**config.mk**
```make
export PLATFORM = sky130hd
export DESIGN_NAME = multicycle_ctrl
export DESIGN_NICKNAME = d
export VERILOG_FILES = /design/src/rtl/mc_pkg.sv /design/src/rtl/mc_alu_dec.sv /design/src/rtl/multicycle_ctrl.sv
export SDC_FILE = /design/constraint.sdc
export NUM_CORES = 1
export LEC_CHECK = 0
export BUFFER_PORTS_ARGS = -buffer_cell sky130_fd_sc_hd__buf_2
export CAP_MARGIN = 20
export CORE_MARGIN = 3
export CORE_UTILIZATION = 23
export DETAILED_ROUTE_END_ITERATION = 12
export HOLD_SLACK_MARGIN = 0.1
export PLACE_DENSITY = 0.47
export SLEW_MARGIN = 10
export SYNTH_ARGS = -nofsm -noshare
export SYNTH_HDL_FRONTEND = slang
export SYNTH_SLANG_ARGS = --single-unit
```
**constraint.sdc**
```tcl
create_clock -name clk -period 1.55 [get_ports clk]
set_clock_uncertainty 0.1 [all_clocks]
set_input_delay 0.0775 -clock clk [delete_from_list [all_inputs] [get_ports clk]]
set_output_delay 0.0775 -clock clk [all_outputs]
set_load 0.02 [all_outputs]
```
**src/rtl/mc_pkg.sv**
```systemverilog
// Package: mc_pkg
// Shared definitions for the multicycle controller: FSM state encoding,
// instruction opcode / funct field constants and ALU control encodings.
package mc_pkg;

  typedef enum logic [3:0] {
    FETCH,
    DECODE,
    MEMADR,
    MEMRD,
    MEMWB,
    MEMWR,
    EXEC,
    ALUWB,
    BRANCH,
    ADDIEX,
    ADDIWB,
    JUMP
  } state_t;

  // Opcode field, instruction bits [31:26].
  localparam logic [5:0] OP_RTYPE = 6'b000000;
  localparam logic [5:0] OP_LW    = 6'b100011;
  localparam logic [5:0] OP_SW    = 6'b101011;
  localparam logic [5:0] OP_BEQ   = 6'b000100;
  localparam logic [5:0] OP_BNE   = 6'b000101;
  localparam logic [5:0] OP_ADDI  = 6'b001000;
  localparam logic [5:0] OP_J     = 6'b000010;

  // Funct field, instruction bits [5:0], R-type only.
  localparam logic [5:0] FN_ADD = 6'b100000;
  localparam logic [5:0] FN_SUB = 6'b100010;
  localparam logic [5:0] FN_AND = 6'b100100;
  localparam logic [5:0] FN_OR  = 6'b100101;
  localparam logic [5:0] FN_SLT = 6'b101010;

  // Native ALU control encodings; the top widens/narrows to ALU_CTRL_W.
  localparam int unsigned ALU_OP_W = 3;
  localparam logic [ALU_OP_W-1:0] ALU_AND = 3'b000;
  localparam logic [ALU_OP_W-1:0] ALU_OR  = 3'b001;
  localparam logic [ALU_OP_W-1:0] ALU_ADD = 3'b010;
  localparam logic [ALU_OP_W-1:0] ALU_SUB = 3'b110;
  localparam logic [ALU_OP_W-1:0] ALU_SLT = 3'b111;

endpackage

```
**src/rtl/mc_alu_dec.sv**
```systemverilog
// Module: mc_alu_dec
// Combinational funct-to-ALU-control decoder for R-type instructions.
// Ports:
//   funct     in  6  instruction bits [5:0]
//   alu_op    out 3  ALU control encoding (add for unknown funct)
//   funct_bad out 1  funct is not a supported R-type operation
module mc_alu_dec
  import mc_pkg::*;
(
  input  logic [5:0]          funct,
  output logic [ALU_OP_W-1:0] alu_op,
  output logic                funct_bad
);

  // NOTE: every combinational output gets a default before the case so no
  // path leaves it unassigned; otherwise synthesis infers a latch.
  always_comb begin
    alu_op    = ALU_ADD;
    funct_bad = 1'b0;
    unique case (funct)
      FN_ADD:  alu_op = ALU_ADD;
      FN_SUB:  alu_op = ALU_SUB;
      FN_AND:  alu_op = ALU_AND;
      FN_OR:   alu_op = ALU_OR;
      FN_SLT:  alu_op = ALU_SLT;
      default: funct_bad = 1'b1;
    endcase
  end

endmodule

```
**src/rtl/multicycle_ctrl.sv**
```systemverilog
// Module: multicycle_ctrl
// Moore FSM controller for a multicycle MIPS-subset datapath sharing one
// instruction/data memory. Supports lw, sw, R-type, beq, addi, j.
// Optional: define MULTICYCLE_CTRL_BNE_EN to add bne (branch on ~zero);
// without it bne is an illegal opcode.
// Ports:
//   clk, reset (async, active-high)
//   opcode[5:0], funct[5:0]  instruction fields from the IR
//   zero                     ALU zero flag
//   mem_ready                memory completes the current access this cycle
//   iord, mem_write, ir_write, pc_en, pc_src[1:0], alu_src_a,
//   alu_src_b[1:0], alu_ctrl[ALU_CTRL_W-1:0], reg_dst, mem_to_reg,
//   reg_write, illegal_op    datapath control outputs
module multicycle_ctrl
  import mc_pkg::*;
#(
  parameter int ALU_CTRL_W = 3
) (
  input  logic                  clk,
  input  logic                  reset,
  input  logic [5:0]            opcode,
  input  logic [5:0]            funct,
  input  logic                  zero,
  input  logic                  mem_ready,
  output logic                  iord,
  output logic                  mem_write,
  output logic                  ir_write,
  output logic                  pc_en,
  output logic [1:0]            pc_src,
  output logic                  alu_src_a,
  output logic [1:0]            alu_src_b,
  output logic [ALU_CTRL_W-1:0] alu_ctrl,
  output logic                  reg_dst,
  output logic                  mem_to_reg,
  output logic                  reg_write,
  output logic                  illegal_op
);

  state_t              state_q, state_d;
  logic [ALU_OP_W-1:0] alu_op, r_alu_op;
  logic                funct_bad;
  logic                bne_op;

  mc_alu_dec u_alu_dec (
    .funct    (funct),
    .alu_op   (r_alu_op),
    .funct_bad(funct_bad)
  );

`ifdef MULTICYCLE_CTRL_BNE_EN
  assign bne_op = (opcode == OP_BNE);
`else
  assign bne_op = 1'b0;
`endif

  // NOTE: state registers use non-blocking assignments so every flop samples
  // pre-edge values; blocking here would create order-dependent races.
  always_ff @(posedge clk or posedge reset) begin
    if (reset) state_q <= FETCH;
    else       state_q <= state_d;
  end

  always_comb begin
    state_d    = state_q;
    iord       = 1'b0;
    mem_write  = 1'b0;
    ir_write   = 1'b0;
    pc_en      = 1'b0;
    pc_src     = 2'b00;
    alu_src_a  = 1'b0;
    alu_src_b  = 2'b00;
    alu_op     = ALU_AND;
    reg_dst    = 1'b0;
    mem_to_reg = 1'b0;
    reg_write  = 1'b0;
    illegal_op = 1'b0;
    unique case (state_q)
      FETCH: begin
        alu_src_b = 2'b01;
        alu_op    = ALU_ADD;
        // The async reset already forces FETCH; the extra gating keeps the
        // IR and PC from loading while reset is still held.
        ir_write  = mem_ready & ~reset;
        pc_en     = mem_ready & ~reset;
        if (mem_ready) state_d = DECODE;
      end
      DECODE: begin
        alu_src_b = 2'b11;
        alu_op    = ALU_ADD;
        if (opcode == OP_LW || opcode == OP_SW) state_d = MEMADR;
        else if (opcode == OP_RTYPE)            state_d = EXEC;
        else if (opcode == OP_BEQ || bne_op)    state_d = BRANCH;
        else if (opcode == OP_ADDI)             state_d = ADDIEX;
        else if (opcode == OP_J)                state_d = JUMP;
        else begin
          illegal_op = 1'b1;
          state_d    = FETCH;
        end
      end
      MEMADR: begin
        alu_src_a = 1'b1;
        alu_src_b = 2'b10;
        alu_op    = ALU_ADD;
        state_d   = (opcode == OP_LW) ? MEMRD : MEMWR;
      end
      MEMRD: begin
        iord = 1'b1;
        if (mem_ready) state_d = MEMWB;
      end
      MEMWB: begin
        mem_to_reg = 1'b1;
        reg_write  = 1'b1;
        state_d    = FETCH;
      end
      MEMWR: begin
        iord      = 1'b1;
        mem_write = 1'b1;
        if (mem_ready) state_d = FETCH;
      end
      EXEC: begin
        alu_src_a  = 1'b1;
        alu_op     = r_alu_op;
        illegal_op = funct_bad;
        state_d    = ALUWB;
      end
      ALUWB: begin
        reg_dst   = 1'b1;
        reg_write = 1'b1;
        state_d   = FETCH;
      end
      BRANCH: begin
        alu_src_a = 1'b1;
        alu_op    = ALU_SUB;
        pc_src    = 2'b01;
        pc_en     = bne_op ? ~zero : zero;
        state_d   = FETCH;
      end
      ADDIEX: begin
        alu_src_a = 1'b1;
        alu_src_b = 2'b10;
        alu_op    = ALU_ADD;
        state_d   = ADDIWB;
      end
      ADDIWB: begin
        reg_write = 1'b1;
        state_d   = FETCH;
      end
      JUMP: begin
        pc_src  = 2'b10;
        pc_en   = 1'b1;
        state_d = FETCH;
      end
      default: state_d = FETCH;
    endcase
  end

  assign alu_ctrl = ALU_CTRL_W'(alu_op);

endmodule

```
==> out/metrics.cfg <==
[route]
routed_wirelength_um=2017
routedWlPerCell_um=12.01
viasPerCell=4.946
dr.pass1.iters=4
antenna_left=0
first_iter_violations=20
vias=831
remaining_drc_errors=0

[timing]
worst_pin_slew_ps=243.1
fin_setup_tns_ps=-187.3
fin_ws_ps=-94.33
rsz0062_at_grt=yes
relSlewSlack_pct=83.57
setup_violations=2
finalCritPeriodShare_pct=106.1
fmax_mhz=608.2
hold_viol_final=0
final_period_minus_worst_setup_slack_ps=1644
slew_viol_final=0

[clock_network]
clock_path_buffers=2
clock-sinks=4
clock_tree.htree_level_count=1
cts_root_buf=clkbuf_4
worstSkewPairLatency_ps=240
cts_buffers=3
path_clk_slew_ps=40
ctsHoldBuffers=1
cts_tree=yes

[logic_synthesis]
syn_nets=103
yosysUniqueCellTypes=38
synth-seq-area-share_pct=16.63
syn_area_per_cell_um2=6.918
ys_warn_count=0
ys_ff_latch=4
netlist_area_um2=601.8
synth_cells=87

[floorplanning]
die_x_um=57.16
io_pins=32
rows=17
start_util_pct=25.72
die_y_um=57.16
dieArea_um2=3267
core-area_um2=2340

[global_routing]
grt_pass1_wl_um=3346
groute.usage.overall_pct=12.73
antenna_found_initial=0
grt_pass1_vias=778
grt_max_degree=10
overflow=0

[placed_design]
dp_hpwl_um=1592
placed_area_um2=887.1
place_congestion=0.7276
io_buffers=31

[final_layout]
largest_register_ffs=4
nFillCells=256
fin_nets=158
antenna_cells=0
seqCellArea_um2=103.9
top_register=state_q
syn2layout_area_growth_pct=77.96
top_regs=state_q x4
layout-drive-gt1-share_pct=54.29
post-route-cell-area_um2=1071
finish.utilization_pct=45.78
multi_input_area_um2=516.7

[critical_path]
arrival_ps=1470
crit_type=flip-flop to primary output
crit_path_end_kind=primary output
worstPathRequired_ps=1370
cp-start-kind=flip-flop
path_max_fanout=3

[power]
p_sw_uw=312.1
p_leak_uw=0.0005342
p_int_uw=451.7
clockPowerShare_pct=17.8
peakVddDrop_v=0.0004106
finalPower_uw=763.8
swShare_pct=40.86
seq_power_share_pct=19.3
power_frac_comb_pct=62.9
powerDensity_nw_per_um2=713.2

[outcome]
run_status=finished with violations
violations=setup timing

[run]
cap_violations=0

[worst_hold_path]
hp-class=input port to flip-flop

## what timing repair did
item | in CTS | in global routing
pin swaps | 2 | 7
buffers inserted | 5 | 6
gates resized for setup | 9 | 17
endpoints found under the setup margin | 8 | 9
hold endpoints to repair | 5 | 1
## metrics by stage
step / hold WS [ps] / setup WS (ps) / cells
2_1_floorplan: -251.1 / 19.55 / 87
3_3_place_gp: -125.2 / 95.45 / 154
3_5_place_dp: -125.0 / 80.07 / 154
4_1_cts: 52.96 / -126.9 / 162
5_1_grt: 57.44 / -171.4 / 168
6_report: 48.12 / -94.33 / 168
## cell families (layout without fill, tap and decap cells)
family                    after synthesis  after routing  share of synthesized area (%)
and+or+nand+nor                        43             43                          39.50
AOI/OAI and AO/OA                      25             25                          29.52
buffers and inverters                  10             63                          6.653
DFF                                     4              4                          16.63
xor gates and xnor gates                3              3                          4.367
muxes                                   2              2                          3.327
## Yosys cell counts
library cell	instances	area [µm²]
nor2_1	12	45.04
nand2_1	9	33.78
a21oi_1	7	35.03
dfrtp_1	4	100.1
nor3_1	4	20.02
clkbuf_1	3	11.26
inv_1	3	11.26
nand2b_1	3	18.77
o21ai_0	3	15.01
xor2_1	3	26.28
buf_2	2	10.01
inv_2	2	7.510
mux2i_1	2	20.02
nand3_1	2	10.01
nor2b_1	2	12.51
o21a_1	2	15.01
o21ai_1	2	10.01
o22ai_1	2	12.51
a211o_1	1	8.760
a211oi_2	1	12.51
a21boi_0	1	7.510
a221o_1	1	10.01
a32o_1	1	10.01
a32oi_1	1	8.760
and3_1	1	6.260
and4_1	1	8.760
nand2b_4	1	13.76
nand3b_1	1	7.510
nand4b_1	1	8.760
nor3b_1	1	7.510
nor3b_2	1	12.51
nor4b_1	1	8.760
o31ai_1	1	7.510
o32ai_2	1	16.27
o41ai_1	1	8.760
or2_1	1	6.260
or3_1	1	6.260
or3_4	1	11.26
## area by class of cell
cell class / instances / share of cell area (%)
sequential: 4 / 9.696
inverter: 5 / 1.986
timing repair buffer: 55 / 34.70
multi-input combinational: 73 / 48.25
tap: 28 / 3.271
clock buffer: 3 / 2.103
## per-layer routing
layer	track usage [%]	routed length, µm	part of all wire, %	vias to the layer above
li1	-	-	-	424
met1	15.52	894	44	384
met2	22.35	1009	50	21
met3	1.131	94	4.7	2
met4	5.960	19	0.94	0
met5	0	0	0	-
## worst max-delay path: stages (launching register included)
cell	delay, ps
dfrtp_1	390
nand2b_4	160
nor3b_4	200
nand2_2	100
o41ai_4	200
buf_4	180
## path summary, 6_finish.rpt
path	to	slack [ps]	from	depth (start not counted)
setup / recovery	alu_ctrl[2]	-90	state_q[3]$_DFFE_PP0P_	5
hold / removal	state_q[3]$_DFFE_PP0P_	50	opcode[4]	3
setup reg to reg	state_q[2]$_DFFE_PP0P_	100	state_q[0]$_DFFE_PP0P_	5
hold reg to reg	state_q[2]$_DFFE_PP0P_	550	state_q[3]$_DFFE_PP0P_	2
max in group asynchronous	state_q[1]$_DFFE_PP0P_	1000	reset	3
min in group asynchronous	state_q[3]$_DFFE_PP0P_	170	reset	3
## layout by cell type, fill, tap and decap left out, types with 2 or more instances in the layout
master	Yosys	routed
buf_4	0	29
buf_2	2	22
nor2_1	12	11
nand2_1	9	8
a21oi_1	7	5
xor2_1	3	3
nor3_1	4	3
inv_1	3	3
clkbuf_4	0	3
buf_6	0	3
dfrtp_2	0	3
nand2b_1	3	2
o22ai_1	2	2
nand2b_4	1	2
o21a_1	2	2
nand3_1	2	2
o21ai_0	3	2
nor2b_1	2	2
mux2i_1	2	2
o21ai_1	2	2
a21oi_2	0	2
## power by group through the flow
stage | registers [µW] | clock network, µW | logic [µW]
6_report | 147 | 136 | 480
5_1_grt | 150 | 145 | 522
4_1_cts | 145 | 138 | 407
3_5_place_dp | 145 | 0 | 372
3_3_place_gp | 147 | 0 | 369
2_1_floorplan | 131 | 0 | 231
No activity file was read; power rests on OpenSTA's default activity.
